==> src/rtl/pipelined_carry_adder_pkg.sv <==
// Shared definitions for the pipelined carry adder: op encoding and
// the WIDTH/STAGES legality check used by the block and its bench.
package pipelined_carry_adder_pkg;

  localparam logic OP_ADD = 1'b0;
  localparam logic OP_SUB = 1'b1;

  // A pipeline needs at least two stages and equal-sized chunks.
  function automatic bit cfg_legal(input int width, input int stages);
    return (stages >= 2) && (width >= stages) &&
           ((width % stages) == 0);
  endfunction

endpackage

==> src/rtl/pipelined_carry_adder_cla_slice.sv <==
// Combinational carry-lookahead slice of CHUNK bits.
// Ports: a, b, cin in; sum, cout (carry out of MSB), cmsb (carry into MSB) out.
module cla_slice
  import pipelined_carry_adder_pkg::*;
#(
  parameter int CHUNK = 8
) (
  input  logic [CHUNK-1:0] a,
  input  logic [CHUNK-1:0] b,
  input  logic             cin,
  output logic [CHUNK-1:0] sum,
  output logic             cout,
  output logic             cmsb
);

  logic [CHUNK-1:0] g;
  logic [CHUNK-1:0] p;
  logic [CHUNK:0]   c;
  logic             t;

  // Every carry is a flat sum of products of generate/propagate terms,
  // so no carry waits on the carry below it.
  always_comb begin
    g = a & b;
    p = a ^ b;
    c = '0;
    t = 1'b0;
    c[0] = cin;
    for (int i = 0; i < CHUNK; i++) begin
      t = cin;
      for (int j = 0; j <= i; j++) begin
        t = t & p[j];
      end
      c[i+1] = t;
      for (int j = 0; j <= i; j++) begin
        t = g[j];
        for (int m = j + 1; m <= i; m++) begin
          t = t & p[m];
        end
        c[i+1] = c[i+1] | t;
      end
    end
    sum  = p ^ c[CHUNK-1:0];
    cout = c[CHUNK];
    cmsb = c[CHUNK-1];
  end

endmodule

==> src/rtl/pipelined_carry_adder.sv <==
// STAGES-deep add/subtract pipeline, one CHUNK-bit lookahead slice per stage,
// valid/ready on both sides with bubble collapsing.
// Ports: clk, rst (async high); in_valid/in_ready, a, b, cin, op;
// out_valid/out_ready, sum, cout, ovf.
module pipelined_carry_adder
  import pipelined_carry_adder_pkg::*;
#(
  parameter int WIDTH  = 32,
  parameter int STAGES = 4
) (
  input  logic             clk,
  input  logic             rst,
  input  logic             in_valid,
  output logic             in_ready,
  input  logic [WIDTH-1:0] a,
  input  logic [WIDTH-1:0] b,
  input  logic             cin,
  input  logic             op,
  output logic             out_valid,
  input  logic             out_ready,
  output logic [WIDTH-1:0] sum,
  output logic             cout,
  output logic             ovf
);

  localparam int CHUNK = WIDTH / STAGES;

  if (!cfg_legal(WIDTH, STAGES)) begin : g_bad_cfg
    $error("pipelined_carry_adder: illegal WIDTH/STAGES");
  end

  logic [STAGES-1:0] valid_d;
  logic [STAGES-1:0] valid_q;
  logic [STAGES-1:0] free;
  logic [WIDTH-1:0]  b_eff;
  logic              cin_eff;

  // Subtraction is a + ~b + 1; cin only matters for addition.
  always_comb begin
    b_eff   = (op == OP_SUB) ? ~b : b;
    cin_eff = (op == OP_SUB) ? 1'b1 : cin;
  end

  // free[k]: stage k can take new contents this cycle, either because
  // it is empty or because its contents move on.
  always_comb begin
    free    = '0;
    valid_d = valid_q;
    free[STAGES-1] = !valid_q[STAGES-1] || out_ready;
    for (int k = STAGES - 2; k >= 0; k--) begin
      free[k] = !valid_q[k] || free[k+1];
    end
    if (free[0]) begin
      valid_d[0] = in_valid;
    end
    for (int k = 1; k < STAGES; k++) begin
      if (free[k]) begin
        valid_d[k] = valid_q[k-1];
      end
    end
  end

  always_ff @(posedge clk or posedge rst) begin
    if (rst) begin
      valid_q <= '0;
    end else begin
      valid_q <= valid_d;
    end
  end

  for (genvar k = 0; k < STAGES; k++) begin : g_stage
    logic [CHUNK-1:0]       sa;
    logic [CHUNK-1:0]       sb;
    logic [CHUNK-1:0]       ssum;
    logic                   scin;
    logic                   scout;
    logic                   ld;
    logic [(k+1)*CHUNK-1:0] sum_d;
    logic [(k+1)*CHUNK-1:0] sum_q;
    logic                   carry_d;
    logic                   carry_q;

    if (k == 0) begin : g_head
      always_comb begin
        sa      = a[CHUNK-1:0];
        sb      = b_eff[CHUNK-1:0];
        scin    = cin_eff;
        ld      = in_valid && free[0];
        sum_d   = ssum;
        carry_d = scout;
      end
    end else begin : g_body
      // Operand chunks arrive right-aligned from the previous stage.
      always_comb begin
        sa      = g_stage[k-1].g_ops.a_q[CHUNK-1:0];
        sb      = g_stage[k-1].g_ops.b_q[CHUNK-1:0];
        scin    = g_stage[k-1].carry_q;
        ld      = valid_q[k-1] && free[k];
        sum_d   = {ssum, g_stage[k-1].sum_q};
        carry_d = scout;
      end
    end

    if (k == STAGES - 1) begin : g_tail
      logic cmsb;
      logic ovf_d;
      logic ovf_q;

      cla_slice #(
        .CHUNK (CHUNK)
      ) u_cla (
        .a    (sa),
        .b    (sb),
        .cin  (scin),
        .sum  (ssum),
        .cout (scout),
        .cmsb (cmsb)
      );

      always_comb begin
        ovf_d = cmsb ^ scout;
      end

      always_ff @(posedge clk or posedge rst) begin
        if (rst) begin
          ovf_q <= 1'b0;
        end else if (ld) begin
          ovf_q <= ovf_d;
        end
      end
    end else begin : g_mid
      logic cmsb_unused;

      cla_slice #(
        .CHUNK (CHUNK)
      ) u_cla (
        .a    (sa),
        .b    (sb),
        .cin  (scin),
        .sum  (ssum),
        .cout (scout),
        .cmsb (cmsb_unused)
      );
    end

    // Upper operand chunks not yet added ride along with the transaction.
    if (k < STAGES - 1) begin : g_ops
      localparam int RW = WIDTH - (k + 1) * CHUNK;
      logic [RW-1:0] a_d;
      logic [RW-1:0] a_q;
      logic [RW-1:0] b_d;
      logic [RW-1:0] b_q;

      if (k == 0) begin : g_ld0
        always_comb begin
          a_d = a[WIDTH-1:CHUNK];
          b_d = b_eff[WIDTH-1:CHUNK];
        end
      end else begin : g_ldn
        always_comb begin
          a_d = g_stage[k-1].g_ops.a_q[RW+CHUNK-1:CHUNK];
          b_d = g_stage[k-1].g_ops.b_q[RW+CHUNK-1:CHUNK];
        end
      end

      always_ff @(posedge clk or posedge rst) begin
        if (rst) begin
          a_q <= '0;
          b_q <= '0;
        end else if (ld) begin
          a_q <= a_d;
          b_q <= b_d;
        end
      end
    end

    always_ff @(posedge clk or posedge rst) begin
      if (rst) begin
        sum_q   <= '0;
        carry_q <= 1'b0;
      end else if (ld) begin
        sum_q   <= sum_d;
        carry_q <= carry_d;
      end
    end
  end

  always_comb begin
    in_ready  = free[0];
    out_valid = valid_q[STAGES-1];
    sum       = g_stage[STAGES-1].sum_q;
    cout      = g_stage[STAGES-1].carry_q;
    ovf       = g_stage[STAGES-1].g_tail.ovf_q;
  end

endmodule
==> config.mk <==
export PLATFORM = sky130hd
export DESIGN_NAME = pipelined_carry_adder
export DESIGN_NICKNAME = d
export VERILOG_FILES = /design/src/rtl/pipelined_carry_adder_pkg.sv /design/src/rtl/pipelined_carry_adder_cla_slice.sv /design/src/rtl/pipelined_carry_adder.sv
export SDC_FILE = /design/constraint.sdc
export NUM_CORES = 1
export LEC_CHECK = 0
export ABC_AREA = 1
export CORE_MARGIN = 4
export CORE_UTILIZATION = 50
export CTS_CLUSTER_SIZE = 40
export DETAILED_ROUTE_END_ITERATION = 10
export PLACE_DENSITY = 0.73
export RECOVER_POWER = 50
export SYNTH_ARGS = -nofsm -noshare
export SYNTH_HDL_FRONTEND = slang
export SYNTH_SLANG_ARGS = --single-unit
==> constraint.sdc <==
create_clock -name clk -period 20.4 [get_ports clk]
set_clock_uncertainty 0.15 [all_clocks]
set_input_delay 4.08 -clock clk [delete_from_list [all_inputs] [get_ports clk]]
set_output_delay 4.08 -clock clk [all_outputs]
set_load 0.05 [all_outputs]
-- Word-level counts from Yosys, hierarchy flattened
Cells that the tools add are included.
- reduce and logical (&&, ||, !) cells: 12
- mux-type cells: 2
- bitwise gates (word level): 302
- operators by type and width (operator ; number):
    bitwise AND 1 bit ; 144
    bitwise OR 1 bit ; 144
    XOR 8 bit ; 8
    bitwise AND 8 bit ; 4
    2-to-1 mux 32 bit ; 1
    NOT 32 bit ; 1
    logical AND 1 bit ; 4
    logical NOT 1 bit ; 4
    logical OR 1 bit ; 4
    2-to-1 mux 1 bit ; 1
    XOR 1 bit ; 1
- output and inout port bits: 36
- word-level logic and storage cells: 335
- bits of input ports: 70
- flip-flop bits (word level): 185

-- Depth between registers and ports, before layout
Gate-level depths: netlist (run 1).
- depth in word-level cells: 19
- gate-level depth with buffers: 20
- depth with buffers taken out: 18

-- Modules after synthesis
A second synthesis (run 1) with hierarchy kept.
- cells, all modules: 1060
- area, all modules: 8961.1 um2
- modules (own cells, without submodules) (module ; instances ; area each (um2) ; cells an instance ; seq. area each (um2)):
    pipelined_carry_adder ; 1 ; 7475.9 ; 833 ; 4629.4
    cla_slice at g_stage[1].g_mid.u_cla ... ; 3 ; 359.1 ; 55 ; 0.0
    cla_slice at g_stage[0].g_mid.u_cla ; 1 ; 407.9 ; 62 ; 0.0

-- Worst setup path after synthesis (run 1)
Ideal clock, no wire load.
- kind: in2out
- start point: in out_ready
- end point: out in_ready
- arrival time: 4861 ps
- stages: 8
- data required time: 16170 ps
- path slack: 11309 ps
- path buffers: 0
- path through: nor2_2 > inv_2 > nor2_2 > inv_2 > nor2_4 > inv_4 > nor2_8 > inv_1
- longest elaborated chain between the ends: 4
- RTL lines (element ; RTL line ; text):
    from (decl) ; pipelined_carry_adder.sv:20 ; input logic out_ready,
    logical OR 1 bit ; pipelined_carry_adder.sv:49 ; free[STAGES-1] = !valid_q[STAGES-1] || out_ready;
    logical OR 1 bit (3 in a row) ; pipelined_carry_adder.sv:51 ; free[k] = !valid_q[k] || free[k+1];
    to (decl) ; pipelined_carry_adder.sv:14 ; output logic in_ready,
No other way between the ends.

-- Worst setup path in the final report (run 1)
Ends and elaborated chain as after synthesis.

==> metrics.log, run 1 <==
INFO  metric routed_wire_length_per_instance = 12.4 µm
INFO  metric ys_dominant_reg_cell = dfrtp_1
INFO  metric setup.worst_path.class = in2out
INFO  metric routed_wirelength = between 15000 and 20000 µm
INFO  metric cts_tree = done
INFO  metric die_boundary_height = 141 µm
INFO  metric ctsHoldBuffers = 0
INFO  metric combPwrFrac = 33.8%
INFO  metric whs_path_depth = 2
INFO  metric preCtsSetupSlack = 10.22 ns
INFO  metric critical_path.startpoint_type = input pin
INFO  metric total_count_of_hold_check_failures_in_the_final_report = 0
INFO  metric netlist_instances = around 1000
INFO  metric leakagePower = approximately 5.3 nW
INFO  metric synth-adder-area-share = around 6%
INFO  metric grt_pass1_wl = 29100 µm
INFO  metric proportion_of_synthesized_flip_flops_having_asynchronous_set_or_reset = 100%
INFO  metric timing_worst_slew_pin_value = ~4.7 ns
INFO  metric cts_inserted_buffers = 17
INFO  metric clkPwrFrac = between 20% and 30%
INFO  metric ctsLongestPathBuffers = 2
INFO  metric ctsHtreeMaxLevel = 4
INFO  metric post_syn_area = between 8000 and 9000 µm²
INFO  metric power_report.internal_total = 0.000818 W
INFO  metric mappedNetlistNets = about 1100
INFO  metric period_minus_slack = around 11 ns
INFO  metric type_of_the_tightest_min_delay_check = reg2reg
INFO  metric grt_start_max_net_pins = between 100 and 150
INFO  metric crit_path_end_kind = output pin
INFO  metric synth-edff-count = 0
INFO  metric ant_diodes = 0
INFO  metric vias_in_the_first_global_route = just over 6000
INFO  metric clk_latency = between 0.4 and 0.5 ns
INFO  metric dpl.hpwl = 11600 µm
INFO  metric rsz0062_at_grt = no
INFO  metric clkSlewWorstSetupHoldPaths = approximately 0.070 ns
INFO  metric worst_hold_path.endpoint = sum[13]
INFO  metric hold_slack = 0.317 ns
INFO  metric post_synth_and_or_nand_nor_area_fraction = 24.9%
INFO  metric synth-warning-count = 0
INFO  metric global_route.usage.total = between 10% and 20%
INFO  metric route.detailed.drc = 0
INFO  metric syn_area_per_cell = around 8.6 µm²
INFO  metric timing.max_slew.rel_slack = -217%
INFO  metric total_switching_power = approximately 0.00049 W
INFO  metric synth.ff_latch_count = 185
INFO  metric chipWidth = 141 µm
INFO  metric synth.mux.area_fraction = 0%
INFO  metric critical_path.max_fanout = 3
INFO  metric irDropWorstVdd = approximately 0.067 mV
INFO  metric initial_core_util = about half
INFO  metric power.density_cell_area = between 100 and 150 nW/µm²
INFO  metric setup-tns-final = 0 ns
INFO  metric mostFrequentLayoutCells = nand2_1 (394), dfrtp_1 (185), inv_1 (87)
INFO  metric finish.net_count = around 1200
INFO  metric synth_seq_area_share = between 50% and 60%
INFO  metric post-cts-setup-buffer-count = 0
INFO  metric drive_gt1_share = 5.09%
INFO  metric cts.repair.resized = 0
INFO  metric drv_slew = 269
INFO  metric dr_pass1_iterations = 6
INFO  metric via_cell_ratio = ~4.8
INFO  metric reg2reg_slack = 14.63 ns
INFO  metric cts_root_buf = clkbuf_16
INFO  metric timing.final.setup_violations = 0
INFO  metric ff2ff_path_depth = 12
INFO  metric coreArea = between 15000 and 20000 µm²
INFO  metric netSwitchingFraction = approximately 38%
INFO  metric min_period_over_period = approximately 52%
INFO  metric worst_r2r_endpoint = g_stage[0].g_ops.b_q[6]
INFO  metric route.vias.total = ~6400
INFO  metric synth_compound_area_share = 5.77%
INFO  metric synth.lib_cells_used.distinct = 30
INFO  metric place.gp.congestion = around 0.86
INFO  metric initial_antenna_violation_count = 0
INFO  metric mostFrequentLayoutCell = nand2_1
INFO  metric clkSinkCount = approximately 190
INFO  metric violations = max-capacitance violations, max-slew violations
INFO  metric port-buffer-count = about 110
INFO  metric synth_top_family_by_area = simple AND/OR/NAND/NOR gates
INFO  metric outcome = finished, violations left
INFO  metric area.growth.synth_to_final = 18.1%
INFO  metric arrival = about 6.4 ns
INFO  metric overflow = 0
INFO  metric min-delay-start = sum[13]
INFO  metric synth_xor_xnor_area_share = 3.77%
INFO  metric rows = 48
INFO  metric required = roughly 16 ns
INFO  metric timing.max_cap.violations = 3
INFO  metric drt_iter0_markers = 351
INFO  metric final_critical_path_setup_slack = 9.74 ns
INFO  metric sequentialPowerShare = between 40% and 50%
INFO  metric detail-route-antenna-nets = 0
INFO  metric fmax = ~94 MHz
INFO  metric pin_count = 106
INFO  metric die-area = ~20000 µm²
INFO  metric ff_to_ff_start = valid_q[3]
==> critical path, stage by stage <==
cell             delay [ns]
dlygate4sd3_1          0.54
nor2_1                 0.21
clkinv_1               0.12
nor2_1                 0.10
inv_1                  0.08
nor2_1                 0.13
clkinvlp_2             0.19
nor2_1                 0.21
inv_1                  0.08
clkdlybuf4s50_1        0.70
==> cells by family after synthesis <==
family	count (synthesis)
AOI/OAI and AO/OA	101
xor gates and xnor gates	38
adders and majority gates	40
buffers and inverters	140
DFF	185
and+or+nand+nor	525
==> power groups by stage <==
| stage | Combinational [W] | Clock (W) | Sequential [W] |
|---|---|---|---|
| 2_1_floorplan | 0.000235 | 0 | 0.000634 |
| 3_3_place_gp | 0.000447 | 0 | 0.000542 |
| 3_5_place_dp | 0.000456 | 0 | 0.000546 |
| 4_1_cts | 0.000459 | 0.000335 | 0.000540 |
| 5_1_grt | 0.000497 | 0.000350 | 0.000553 |
| 6_report | 0.000443 | 0.000328 | 0.000539 |
==> cell usage after synthesis, types with 3 or more instances <==
library cell / n / share of area, %
clkbuf_1: 12 / 0.51
inv_1: 87 / 3.7
fa_1: 4 / 0.91
o21ai_1: 46 / 2.6
xnor2_1: 13 / 1.3
o22ai_1: 3 / 0.21
xor2_1: 25 / 2.5
nand3b_1: 4 / 0.34
nor3_1: 7 / 0.40
buf_1: 3 / 0.13
buf_2: 21 / 1.2
o21ai_0: 51 / 2.9
nand3_1: 45 / 2.6
nor2_1: 35 / 1.5
nand2_1: 392 / 17
dfrtp_1: 185 / 52
inv_2: 3 / 0.13
buf_6: 8 / 1.0
nand4_1: 15 / 1.1
nand2_2: 20 / 1.4
buf_4: 3 / 0.26
ha_1: 36 / 5.1
==> through the flow <==
stage	util (%)	area [µm²]	instances	power [W]
global placement	57.2	9900	1313	0.000989
CTS	60.6	10500	1345	0.00133
finish	60.3	10400	1345	0.00131
floorplan	-	8820	1029	0.000869
global route	60.3	10400	1345	0.00140
detailed placement	57.2	9900	1313	0.00100
==> layout make-up <==
cell class / count / area (µm²)
multi-input combinational: 704 / 3510
clock inverter: 10 / 116
timing repair buffer: 107 / 1060
tap: 225 / 282
clock buffer: 22 / 474
inverter: 92 / 350
fill: 1539 / 6870
sequential: 185 / 4630
==> metal layers <==
metal | wire length, µm | global-route usage, % | vias up
li1 | - | - | 3386
met1 | 8800 | 27.9 | 2913
met2 | 6920 | 25.0 | 128
met3 | 749 | 3.43 | 20
met4 | 240 | 5.61 | 0
met5 | 0 | 0 | -
==> registers in the layout, summed over array words and instances (netlist names) <==
signal and count:
g_stage.g_ops.a_q 48, g_stage.g_ops.b_q 48, g_stage.sum_q 48, sum 32, valid_q 4, g_stage.carry_q 3, cout 1, ovf 1
==> how the worst max path moves through the flow <==
stage,to,cells after the start,slack (ns),startpoint
floorplan,cout,1,11.14,rst
global route,in_ready,10,9.56,out_ready
finish,in_ready,10,9.74,out_ready
detailed placement,in_ready,10,10.22,out_ready
CTS,in_ready,10,10.20,out_ready
global placement,in_ready,10,10.22,out_ready
No activity file was read; power rests on OpenSTA's default activity.
==> run 2: changes to the inputs <==
Clock period 20.4 ns to 9.9 ns, I/O delays scaled along.
==> run 2 against run 1 <==
The flow still finishes with violations (max-capacitance violations, max-slew violations). Register-to-register slack worse by 8.8 ns. Critical path depth unchanged. Sequential cell count is the same. Worst setup slack lost 6.6 ns. Worst hold slack worse by 0.0047 ns. Combinational power grew 110%. Global-route usage up 0.15 points. Clock-buffer cell count is 1 lower. Total power increased by 110%. Clock power up 100%. Sequential power grew 110%. Critical path type unchanged. Largest cell class unchanged. Largest power group unchanged. Highest routed layer unchanged.
==> metrics.log, run 2 (synthesized netlist as in run 1, its figures left out) <==
INFO  metric drv_slew = between 150 and 200
INFO  metric violations = max-capacitance violations, max-slew violations
INFO  metric placed_cells = approximately 1300
INFO  metric initial_core_util = around half
INFO  metric grt_start_max_net_pins = 103
INFO  metric dpl.hpwl = ~12000 µm
INFO  metric routed_wirelength = 16900 µm
INFO  metric final_core_util = between 60% and 70%
INFO  metric clkSlewWorstSetupHoldPaths = around 0.060 ns
INFO  metric ctsHtreeMaxLevel = 4
INFO  metric required = roughly 7.8 ns
INFO  metric crit_path_end_kind = output pin
INFO  metric drt_iter0_markers = between 400 and 500
INFO  metric cts_tree = done
INFO  metric ff_to_ff_start = valid_q[3]
INFO  metric coreArea = about 17000 µm²
INFO  metric via_cell_ratio = just under 5
INFO  metric timing.final.setup_violations = 0
INFO  metric routed_wire_length_per_instance = around 13 µm
INFO  metric global_route.usage.total = around 18%
INFO  metric type_of_the_tightest_min_delay_check = reg2reg
INFO  metric timing_worst_slew_pin_value = 4.31 ns
INFO  metric timing.max_slew.rel_slack = -189%
INFO  metric fmax = roughly 150 MHz
INFO  metric dr_pass1_iterations = 5
INFO  metric cts.repair.resized = 0
INFO  metric ant_diodes = 0
INFO  metric cts_root_buf = clkbuf_16
INFO  metric overflow = 0
INFO  metric area.growth.synth_to_final = 18.1%
INFO  metric clkSinkCount = roughly 190
INFO  metric critical_path.startpoint_type = input pin
INFO  metric arrival = roughly 4.6 ns
INFO  metric detail-route-antenna-nets = 0
INFO  metric min-delay-start = sum[13]
INFO  metric vias_in_the_first_global_route = between 6000 and 7000
INFO  metric rsz0062_at_grt = no
INFO  metric largest_registers = g_stage.g_ops.a_q (48), g_stage.g_ops.b_q (48), g_stage.sum_q (48)
INFO  metric clk_latency = roughly 0.43 ns
INFO  metric pin_count = between 100 and 150
INFO  metric mostFrequentLayoutCells = nand2_1 (394), dfrtp_1 (185), inv_1 (87)
INFO  metric grt_pass1_wl = slightly below 30000 µm
INFO  metric finish.net_count = around 1200
INFO  metric initial_antenna_violation_count = 0
INFO  metric die-area = 19800 µm²
INFO  metric timing.max_cap.violations = 2
INFO  metric chipWidth = around 140 µm
INFO  metric die_boundary_height = between 100 and 150 µm
INFO  metric setup-tns-final = 0 ns
INFO  metric critical_path.max_fanout = 3
INFO  metric hold_slack = 0.312 ns
INFO  metric irDropWorstVdd = 0.141 mV
INFO  metric route.detailed.drc = 0
INFO  metric ctsHoldBuffers = 0
INFO  metric post-cts-setup-buffer-count = 0
INFO  metric crit_start = out_ready
INFO  metric port-buffer-count = 105
INFO  metric total_count_of_hold_check_failures_in_the_final_report = 0
INFO  metric setup.worst_path.class = in2out
INFO  metric period_minus_slack = ~6.7 ns
INFO  metric ctsLongestPathBuffers = 2
INFO  metric cts_inserted_buffers = 17
INFO  metric drive_gt1_share = between 5 and 6%
INFO  metric outcome = finished, violations left
INFO  metric min_period_over_period = 67.9%
INFO  metric place.gp.congestion = 0.852
INFO  metric rows = 48
INFO  metric power.density_cell_area = ~260 nW/µm²
INFO  metric mostFrequentLayoutCell = nand2_1
INFO  metric leakagePower = roughly 5.3 nW
INFO  metric route.vias.total = 6461
INFO  metric final-instance-count-excl-fill = between 1000 and 1500
-- run 2: final timing paths --
| check | end | slack [ns] | cells past startpoint |
|---|---|---|---|
| hold reg to reg | sum[13] | 0.31 | 2 |
| min in group asynchronous | sum[30] | 3.16 | 2 |
| setup / recovery | in_ready | 3.18 | 10 |
| setup reg to reg | g_stage[1].sum_q[14] | 5.87 | 11 |
| max in group asynchronous | g_stage[0].sum_q[6] | 4.10 | 3 |
| hold / removal | sum[13] | 0.31 | 2 |
-- run 2: worst max-delay path, cell delays in order --
cell and delay [ns]:
dlygate4sd3_1 0.54, nor2_1 0.22, clkinv_1 0.13, nor2_1 0.10, inv_1 0.08, nor2_1 0.12
clkinvlp_2 0.21, nor2_1 0.37, inv_1 0.11, clkdlybuf4s50_1 0.72
-- run 2: cell type report --
cell class | instances | area, µm²
inverters | 92 | 350
flip-flops and latches | 185 | 4630
repair buffers | 107 | 1060
fillers | 1542 | 6870
well taps | 225 | 282
clock buffers | 21 | 460
multi-input cells | 704 | 3530
clock inverters | 10 | 118
-- run 2: routing by layer --
metal  GRT usage [%]  routed length [µm]
met1            27.2                8800
met2            26.2                7080
met3            3.29                 691
met4            6.17                 307
met5               0                   0
-- run 2: where the power goes --
group | leakage (nW) | total, W | internal [W] | switching (W)
sequential | 2.30 | 0.00111 | 0.000982 | 0.000129
combinational | 2.71 | 0.000912 | 0.000308 | 0.000605
clock | 0.284 | 0.000662 | 0.000385 | 0.000277
-- run 2: per-stage QoR --
step	setup WS [ns]	power, W	instance area [µm²]
global route	2.97	0.00287	10400
detailed placement	3.93	0.00207	9900
global placement	3.92	0.00204	9900
CTS	3.91	0.00274	10500
finish	3.18	0.00269	10400
floorplan	2.74	0.00179	8820
==> run 3: changes to the inputs <==
Settings changed: PLACE_DENSITY 0.73 to 0.76.
Clock period 9.9 ns to 6.1 ns, I/O delays scaled along.
==> run 3 against run 2 <==
The flow still finishes with violations (max-capacitance violations, max-slew violations). Highest routed layer unchanged. Sequential share of layout area fell by 0.18 points. Critical endpoint unchanged. Clock-buffer cell count fell by 4. Largest cell class unchanged. Global-route usage fell by 0.31 points. Largest power group unchanged. Combinational power rose by 67%.
==> metrics.log, run 3 (synthesized netlist as in run 1, its figures left out) <==
INFO  metric arrival = between 3 and 4 ns
INFO  metric finish.net_count = approximately 1200
INFO  metric largest_registers = g_stage.g_ops.a_q (48), g_stage.g_ops.b_q (48), g_stage.sum_q (48)
INFO  metric ff_to_ff_start = valid_q[3]
INFO  metric dr_pass1_iterations = 5
INFO  metric critical_path.startpoint_type = input pin
INFO  metric final.fill_count = around 1500
INFO  metric grt_start_max_net_pins = ~190
INFO  metric area.growth.synth_to_final = 18.6%
INFO  metric outcome = finished, violations left
INFO  metric netSwitchingFraction = 38.0%
INFO  metric die_boundary_height = 141 µm
INFO  metric sequentialPowerShare = slightly above 40%
INFO  metric clk_latency = ~0.43 ns
INFO  metric total_count_of_hold_check_failures_in_the_final_report = 0
INFO  metric cts_root_buf = clkbuf_16
INFO  metric chipWidth = 141 µm
INFO  metric drive_gt1_share = 5.63%
INFO  metric drv_slew = around 190
INFO  metric overflow = 0
INFO  metric cts_inserted_buffers = 17
INFO  metric required = approximately 4.7 ns
INFO  metric worst_hold_path.endpoint = g_stage[2].g_ops.a_q[5]
INFO  metric type_of_the_tightest_min_delay_check = reg2reg
INFO  metric route.vias.total = 6413
INFO  metric setup-tns-final = 0 ns
INFO  metric timing_worst_slew_pin_value = 2.43 ns
INFO  metric rows = between 40 and 50
INFO  metric power.density_cell_area = between 400 and 500 nW/µm²
INFO  metric fmax = roughly 200 MHz
INFO  metric min-delay-start = g_stage[1].g_ops.a_q[13]
INFO  metric mostFrequentLayoutCells = nand2_1 (393), dfrtp_1 (185), clkdlybuf4s50_1 (102)
INFO  metric ctsHtreeMaxLevel = 4
INFO  metric port-buffer-count = 105
INFO  metric violations = max-capacitance violations, max-slew violations
INFO  metric routed_wire_length_per_instance = ~12 µm
INFO  metric standard_cell_area_after_detailed_placement = between 9000 and 10000 µm²
INFO  metric cts_tree = done
INFO  metric clkPwrFrac = between 20 and 25%
INFO  metric clkSinkCount = ~190
INFO  metric layout.cell_area.non_filler = ~10000 µm²
INFO  metric total_switching_power = between 0.0015 and 0.002 W
INFO  metric initial_antenna_violation_count = 0
INFO  metric clkSlewWorstSetupHoldPaths = roughly 0.070 ns
INFO  metric timing.final.setup_violations = 0
INFO  metric whs_path_depth = 2
INFO  metric dpl.hpwl = roughly 11000 µm
INFO  metric die-area = a little under 20000 µm²
INFO  metric totalPowerFinal = ~0.0044 W
INFO  metric ctsLongestPathBuffers = 2
INFO  metric setup.worst_path.class = in2out
INFO  metric period_minus_slack = 5.12 ns
INFO  metric crit_path_end_kind = output pin
INFO  metric timing.max_slew.rel_slack = -62.0%
INFO  metric routed_wirelength = approximately 17000 µm
INFO  metric detail-route-antenna-nets = 0
INFO  metric route.detailed.drc = 0
INFO  metric combPwrFrac = approximately a third
INFO  metric min_period_over_period = between 80% and 90%
INFO  metric worst_r2r_endpoint = g_stage[2].sum_q[23]
INFO  metric drt_iter0_markers = ~440
INFO  metric coreArea = between 15000 and 20000 µm²
INFO  metric cts.repair.resized = 0
INFO  metric timing.max_cap.violations = 1
INFO  metric place.gp.congestion = between 0.8 and 0.9
INFO  metric reg2reg_slack = approximately 2.6 ns
INFO  metric irDropWorstVdd = roughly 0.25 mV
INFO  metric via_cell_ratio = about 4.8
INFO  metric mostFrequentLayoutCell = nand2_1
INFO  metric leakagePower = between 5 and 6 nW
INFO  metric initial_core_util = roughly half
INFO  metric pin_count = 106
INFO  metric ant_diodes = 0
INFO  metric critical_path.max_fanout = 3
INFO  metric grt_pass1_wl = just under 30000 µm
INFO  metric global_route.usage.total = around 18%
INFO  metric power_report.internal_total = 0.00274 W
INFO  metric ctsHoldBuffers = 0
INFO  metric rsz0062_at_grt = no
INFO  metric vias_in_the_first_global_route = 5933
INFO  metric ff2ff_path_depth = 9
INFO  metric post-cts-setup-buffer-count = 0
-- run 3: cell count changes in the layout (fill, tap and decap cells not counted), sizes merged --
cell,delta
clkinvlp,+4
inv,+3
dlygate4sd3,-35
clkinv,-2
clkdlybuf4s50,+35
clkbuf,-4
-- run 3: power groups by stage --
stage                     clock, W  sequential (W)  combinational [W]
after detailed placement         0         0.00183            0.00153
final                      0.00109         0.00181            0.00152
after CTS                  0.00111         0.00181            0.00154
after global placement           0         0.00182            0.00149
after floorplan                  0         0.00212           0.000786
after global routing       0.00117         0.00186            0.00170
-- run 3: worst max path at each step --
stage,slack (ns),cells after the start,end,from
after detailed placement,1.63,10,in_ready,out_ready
final,0.98,10,in_ready,out_ready
after global routing,0.83,10,in_ready,out_ready
after floorplan,2.35,1,cout,rst
after CTS,1.62,10,in_ready,out_ready
after global placement,1.63,10,in_ready,out_ready
-- run 3: metrics by stage --
step                      setup slack [ns]  hold WS, ns  util (%)  cells
after floorplan                       2.35        0.292         -   1029
after global placement                1.63        0.302      57.3   1313
after detailed placement              1.63        0.306      57.3   1313
after CTS                             1.62        0.319      60.7   1345
after global routing                 0.833        0.340      60.5   1345
final                                0.981        0.315      60.5   1345
-- run 3: layout make-up --
| cell class | instances | area (µm²) | share of cell area (%) |
|---|---|---|---|
| flip-flops and latches | 185 | 4630 | 44.2 |
| multi-input cells | 704 | 3550 | 33.9 |
| repair buffers | 107 | 1060 | 10.1 |
| clock buffers | 17 | 425 | 4.06 |
| inverters | 92 | 353 | 3.37 |
| well taps | 225 | 282 | 2.69 |
| clock inverters | 15 | 165 | 1.58 |
-- run 3: routing by layer --
layer | global-route usage [%] | vias up | routed length, µm
met5 | 0 | - | 0
met4 | 4.90 | 0 | 196
met3 | 3.77 | 16 | 637
met2 | 25.4 | 122 | 7100
met1 | 27.2 | 2890 | 8660
li1 | - | 3385 | -
-- run 3: critical path, cell delays in order --
cell and delay (ns):
dlygate4sd3_1 0.54, nor2_1 0.22, clkinv_1 0.13, nor2_1 0.12, inv_1 0.08, nor2_1 0.12, clkinvlp_2 0.33, nor2_8 0.22
inv_1 0.07, clkdlybuf4s50_1 0.70
